`src/rtl/cdb_broadcaster.sv`:
```
// cdb_broadcaster: per-unit result FIFOs drained by a rotating-priority arbiter onto N registered CDB slots
package cdb_pkg;
  localparam int PRF_BITS = 6;
  localparam int ROB_BITS = 5;
  localparam int XLEN = 32;
  typedef struct packed {
    logic                valid;
    logic                value_valid;
    logic [PRF_BITS-1:0] dest_prf;
    logic [ROB_BITS-1:0] rob_entry;
    logic [XLEN-1:0]     value;
  } cdb_t;
endpackage

module cdb_broadcaster
  import cdb_pkg::*;
#(
  parameter int N = 4,
  parameter int NUM_FU = 6,
  parameter int DEPTH = 2
) (
  input  logic                               clock,
  input  logic                               reset,
  input  logic                               flush,
  input  logic [NUM_FU-1:0]                  fu_valid,
  input  logic [NUM_FU-1:0][PRF_BITS-1:0]    fu_dest_prf,
  input  logic [NUM_FU-1:0][ROB_BITS-1:0]    fu_rob_entry,
  input  logic [NUM_FU-1:0]                  fu_value_valid,
  input  logic [NUM_FU-1:0][XLEN-1:0]        fu_value,
  output logic [NUM_FU-1:0]                  fu_ready,
  output cdb_t [N-1:0]                       cdb_out
);
  localparam int PW = $clog2(DEPTH);
  localparam int CW = $clog2(DEPTH + 1);
  localparam int RW = NUM_FU > 1 ? $clog2(NUM_FU) : 1;

  cdb_t mem [NUM_FU][DEPTH];
  logic [PW-1:0] wptr [NUM_FU];
  logic [PW-1:0] rptr [NUM_FU];
  logic [CW-1:0] count [NUM_FU];
  logic [RW-1:0] rr_ptr, last, next_rr;
  logic [RW-1:0] slot_fu [N];
  logic [NUM_FU-1:0] push, grant;
  int ng;

  function automatic int rot(input logic [RW-1:0] base, input int j);
    return (int'(base) + j) % NUM_FU;
  endfunction

  always_comb begin
    for (int i = 0; i < NUM_FU; i++) begin
      fu_ready[i] = reset && (count[i] < CW'(DEPTH));
      push[i] = fu_valid[i] && fu_ready[i] && !flush;
    end
  end

  // Scan from rr_ptr; the k-th non-empty unit found feeds slot k
  always_comb begin
    grant = '0;
    ng = 0;
    last = rr_ptr;
    for (int k = 0; k < N; k++) slot_fu[k] = '0;
    for (int j = 0; j < NUM_FU; j++) begin
      if (count[rot(rr_ptr, j)] != '0 && ng < N) begin
        grant[rot(rr_ptr, j)] = 1'b1;
        slot_fu[ng] = RW'(rot(rr_ptr, j));
        last = RW'(rot(rr_ptr, j));
        ng++;
      end
    end
    next_rr = ng == 0 ? rr_ptr : (int'(last) == NUM_FU - 1 ? '0 : last + 1'b1);
  end

  always_ff @(posedge clock) begin
    for (int i = 0; i < NUM_FU; i++)
      if (push[i])
        mem[i][wptr[i]] <= '{1'b1, fu_value_valid[i], fu_dest_prf[i], fu_rob_entry[i], fu_value[i]};
  end

  always_ff @(posedge clock or negedge reset) begin
    if (!reset) begin
      rr_ptr <= '0;
      cdb_out <= '0;
      for (int i = 0; i < NUM_FU; i++) begin
        count[i] <= '0;
        wptr[i] <= '0;
        rptr[i] <= '0;
      end
    end else if (flush) begin
      cdb_out <= '0;
      for (int i = 0; i < NUM_FU; i++) begin
        count[i] <= '0;
        wptr[i] <= '0;
        rptr[i] <= '0;
      end
    end else begin
      rr_ptr <= next_rr;
      for (int k = 0; k < N; k++)
        cdb_out[k] <= k < ng ? mem[slot_fu[k]][rptr[slot_fu[k]]] : '0;
      for (int i = 0; i < NUM_FU; i++) begin
        if (push[i]) wptr[i] <= wptr[i] + 1'b1;
        if (grant[i]) rptr[i] <= rptr[i] + 1'b1;
        count[i] <= count[i] + CW'(push[i]) - CW'(grant[i]);
      end
    end
  end
endmodule

```
`config.mk`:
```
export PLATFORM = sky130hd
export DESIGN_NAME = cdb_broadcaster
export DESIGN_NICKNAME = d
export VERILOG_FILES = /design/src/rtl/cdb_broadcaster.sv
export SDC_FILE = /design/constraint.sdc
export NUM_CORES = 2
export LEC_CHECK = 0
export ABC_CLOCK_PERIOD_IN_PS = 14550
export BUFFER_PORTS_ARGS = -buffer_cell sky130_fd_sc_hd__buf_2
export CAP_MARGIN = 20
export CORE_ASPECT_RATIO = 0.9
export CORE_MARGIN = 2
export CORE_UTILIZATION = 40
export CTS_CLUSTER_DIAMETER = 40
export DETAILED_ROUTE_END_ITERATION = 8
export PLACE_DENSITY = 0.55
export SLEW_MARGIN = 40
export SYNTH_ARGS = -nofsm -noshare
export SYNTH_HDL_FRONTEND = slang
export SYNTH_SLANG_ARGS = --single-unit
```
`constraint.sdc`:
```
create_clock -name clock -period 14.55 [get_ports clock]
set_input_delay 1.455 -clock clock [delete_from_list [all_inputs] [get_ports clock]]
set_output_delay 1.455 -clock clock [all_outputs]
set_load 0.1 [all_outputs]
```
==> results by stage <==
Detailed routing:
- The detailed-route wire length per cell is 30.6 µm.
- The antenna violation net count after detailed routing is 0.
- The routed wire length is 194000 µm.
- The first routing iteration left 6147 violations.
- The detailed-route DRC error count is 0.
- The detail-routed via count per cell is 6.44.
- The length of the first detailed-routing pass in iterations is 8.
- The routed layout has ~40k vias.

Synthesis:
- The area fraction of the dominant cell type after synthesis is between 30% and 40%.
- The number of distinct standard cells referenced by the synthesized netlist is 91.
- The most instantiated flip-flop cell in the synthesis netlist is edfxtp_1.
- After synthesis the netlist holds a flip-flop and latch count of 735.
- The synthesized design spends more area on one cell type than any other, namely edfxtp_1.
- Synthesis handed over a netlist of about 4.6k instances.
- The total of warnings raised by yosys is 0.
- In this run the cell area of the synthesized design comes to roughly 0.043 mm².
- In the post-synthesis netlist, the biggest area contributors are edfxtp_1, dfrtp_1, nand2_1.
- When the netlist entered floorplanning its net count stood at 4905.
- Of all flip-flops after synthesis, the portion carrying an async set or reset was ~28%.
- Dividing the synthesized area by the synthesized cell count gives between 9 and 10 µm².
- The number of synthesized flops with an enable pin is approximately 530.
- Sequential cells were found to cover 49.0% of the synthesized design area.

Global route:
- For this run, global-route usage on met3 was measured as 8.53%.
- The layer with the highest usage after global routing is met2.
- Entering global routing, the biggest net connects 158 pins.
- The wire length of the first global-routing pass is 275000 µm.
- The overall fraction of global-route tracks in use is 34.3%.
- Global routing consumed, on the met1 layer, 47.6% of the routing resources.
- The total overflow reported by the global router is 0.
- The via count of the first global-routing pass is 38.3k.
- The initial antenna violation count is 20.
- The met2 capacity usage during global routing is 50.2%.

Critical path:
- Data on the critical path is required at its endpoint by 15.15 ns.
- Counting both buffers and inverters, the worst setup path holds a total of 10.
- The longest individual stage delay on the worst path is 0.68 ns.
- In this design, the largest share of critical-path delay is due to buffers and inverters.
- The critical path class is reg -> reg.
- The cell type with the highest occurrence count on the critical path is ha_1.
- For this design, the slowest cell found on the critical path is nor2_4.
- The endpoint kind of the worst setup timing path is a register.
- Along the worst path, the maximum fanout reaches 56.
- STA puts the critical path data arrival time at 11.82 ns.
- The startpoint type of the worst setup path is a register.

Finish:
- The fraction of layout instances using a drive strength above 1 is ~17%.
- The leading cell type in the layout, fill and taps excluded is nand2_1.
- The area added between synthesis and finish is 19.2%.
- In the layout the commonest cells are nand2_1, edfxtp_1, buf_2.
- The number of nets in the layout is 5190.
- The count of cells in the finished layout, fillers not included, comes to between 6k and 7k.

Die:
- From bottom edge to top edge, the die measures around 310 µm.
- The floorplan has 113 rows.
- Measured along the x axis, the die boundary spans 349 µm.
- During I/O placement, the number of pins put on the boundary was 459.
- The floorplan step defined a core boundary enclosing 0.106 mm².
- Once the floorplan was initialized, standard cells occupied 40.5% of the core.
- The die covers 0.110 mm².

STA:
- Setup slack closes at between 3 and 4 ns.
- After layout, the minimum clock period comes to around 11 ns.
- Summed over all failing endpoints, the final setup total negative slack is 0 ns.
- The count of final hold-check violations is 0.
- Setup repair after global routing left no endpoint under its margin.
- The transition at the pin with the smallest max-transition slack is 0.963 ns.
- The fmax is slightly below 90 MHz.
- The final worst clock skew is 0.0277 ns.
- The final setup violation count is 0.
- Of the available clock period, the critical path in the final layout requires 77.1%.
- The max-slew violation total from the final report is 0.
- The worst max-slew margin expressed relative to the limit is 35.8%.

Placed design:
- The number of buffers added on ports is 458.
- At the placement stage, the worst setup path has a slack of between 3 and 4 ns.
- Once placement completed, the tool counted placed cells totaling 6129.
- The post-DP HPWL is 118000 µm.
- At the end of routability-driven placement, the weighted congestion stood at approximately 0.9.

CTS:
- Clock tree synthesis inserted a total of 117 buffers.
- The insertion delay to the later sink of the worst-skew pair is 0.72 ns.
- After clock tree synthesis, the clock-pin slew on the worst setup and hold paths is 0.06 ns.
- The longest clock path from root to sink contains 3 buffers.
- The clock net in this run drives a total of approximately 740 sinks.
- The post-CTS setup repair buffer count is 0.
- Hold repair after CTS inserted 0 buffers.
- The number of levels the H-tree was split into is 3.
- The clock tree from TritonCTS is yes.
- The cell sitting at the root of the clock tree is a clkbuf_16.
- The post-cts gate resize count is 0.

Hold path:
- The type of the worst min-delay path is reg -> reg.

Job:
- The max capacitance violation total is 0.

Outcome:
- The flow ran to the end, and the final reports show no timing, DRC or antenna violations.
[synth_stat cells, drive strengths merged, types with 55 or more instances]
| cell type | n |
|---|---|
| nor2 | 249 |
| dfrtp | 207 |
| clkbuf | 262 |
| mux2i | 337 |
| o21ai | 245 |
| inv | 83 |
| a31oi | 55 |
| nand2 | 1192 |
| nand3 | 289 |
| buf | 126 |
| nand4 | 137 |
| nor3 | 61 |
| a21oi | 82 |
| edfxtp | 528 |
| a221oi | 181 |
[cells by family after synthesis]
| group | count (synthesis) | synth area share [%] |
|---|---|---|
| compound gates | 957 | 16.4 |
| flops | 735 | 49.0 |
| fa+ha+maj | 46 | 1.34 |
| mux | 350 | 8.22 |
| xor+xnor | 35 | 0.749 |
| simple gates | 1991 | 19.8 |
| buf+inv | 472 | 4.51 |
[cell type report]
| class | count | area [µm²] |
|---|---|---|
| flip-flops and latches | 735 | 21000 |
| repair buffers | 554 | 3460 |
| multi-input cells | 3379 | 20300 |
| fillers | 9868 | 54900 |
| clock buffers | 128 | 3030 |
| clock inverters | 95 | 1260 |
| inverters | 84 | 315 |
| well taps | 1380 | 1730 |
| diodes | 7 | 17.5 |
[final timing paths]
check | from | endpoint | slack (ns) | depth (start not counted)
worst max register to register | rr_ptr[0] | cdb_out[158] | 3.33 | 33
worst max-delay path | rr_ptr[0] | cdb_out[158] | 3.33 | 33
min in group asynchronous | reset | cdb_out[8] | 0.65 | 1
worst min-delay path | mem[4][22] | cdb_out[157] | 0.62 | 2
worst min register to register | mem[4][22] | cdb_out[157] | 0.62 | 2
max in group asynchronous | reset | cdb_out[36] | 11.54 | 4
[state kept, by name, indices dropped and copies added (netlist names)]
signal,flops
cdb_out,180
count,12
rptr,6
wptr,6
mem,528
rr_ptr,3
[stage by stage]
step                util (%)  hold slack (ns)  instance area [µm²]
floorplan                  -            0.531                42900
global placement        43.7            0.604                46300
detailed placement      44.1            0.609                46800
CTS                     48.2            0.616                51100
global route            48.3            0.655                51200
finish                  48.3            0.622                51200
[layer usage]
layer	wire, µm	vias to the layer above
met5	77	-
met4	9650	10
met3	23300	540
met2	83000	3135
met1	78400	19700
li1	-	17600
[worst min-delay path: stages, from the launching register on]
cell and delay [ns]:
edfxtp_1 0.44, nand2_1 0.08, a221oi_1 0.07
Power is left out: the tool's default activity adds up to more than one toggle a clock period on the data nets, which glitch-free logic cannot reach.
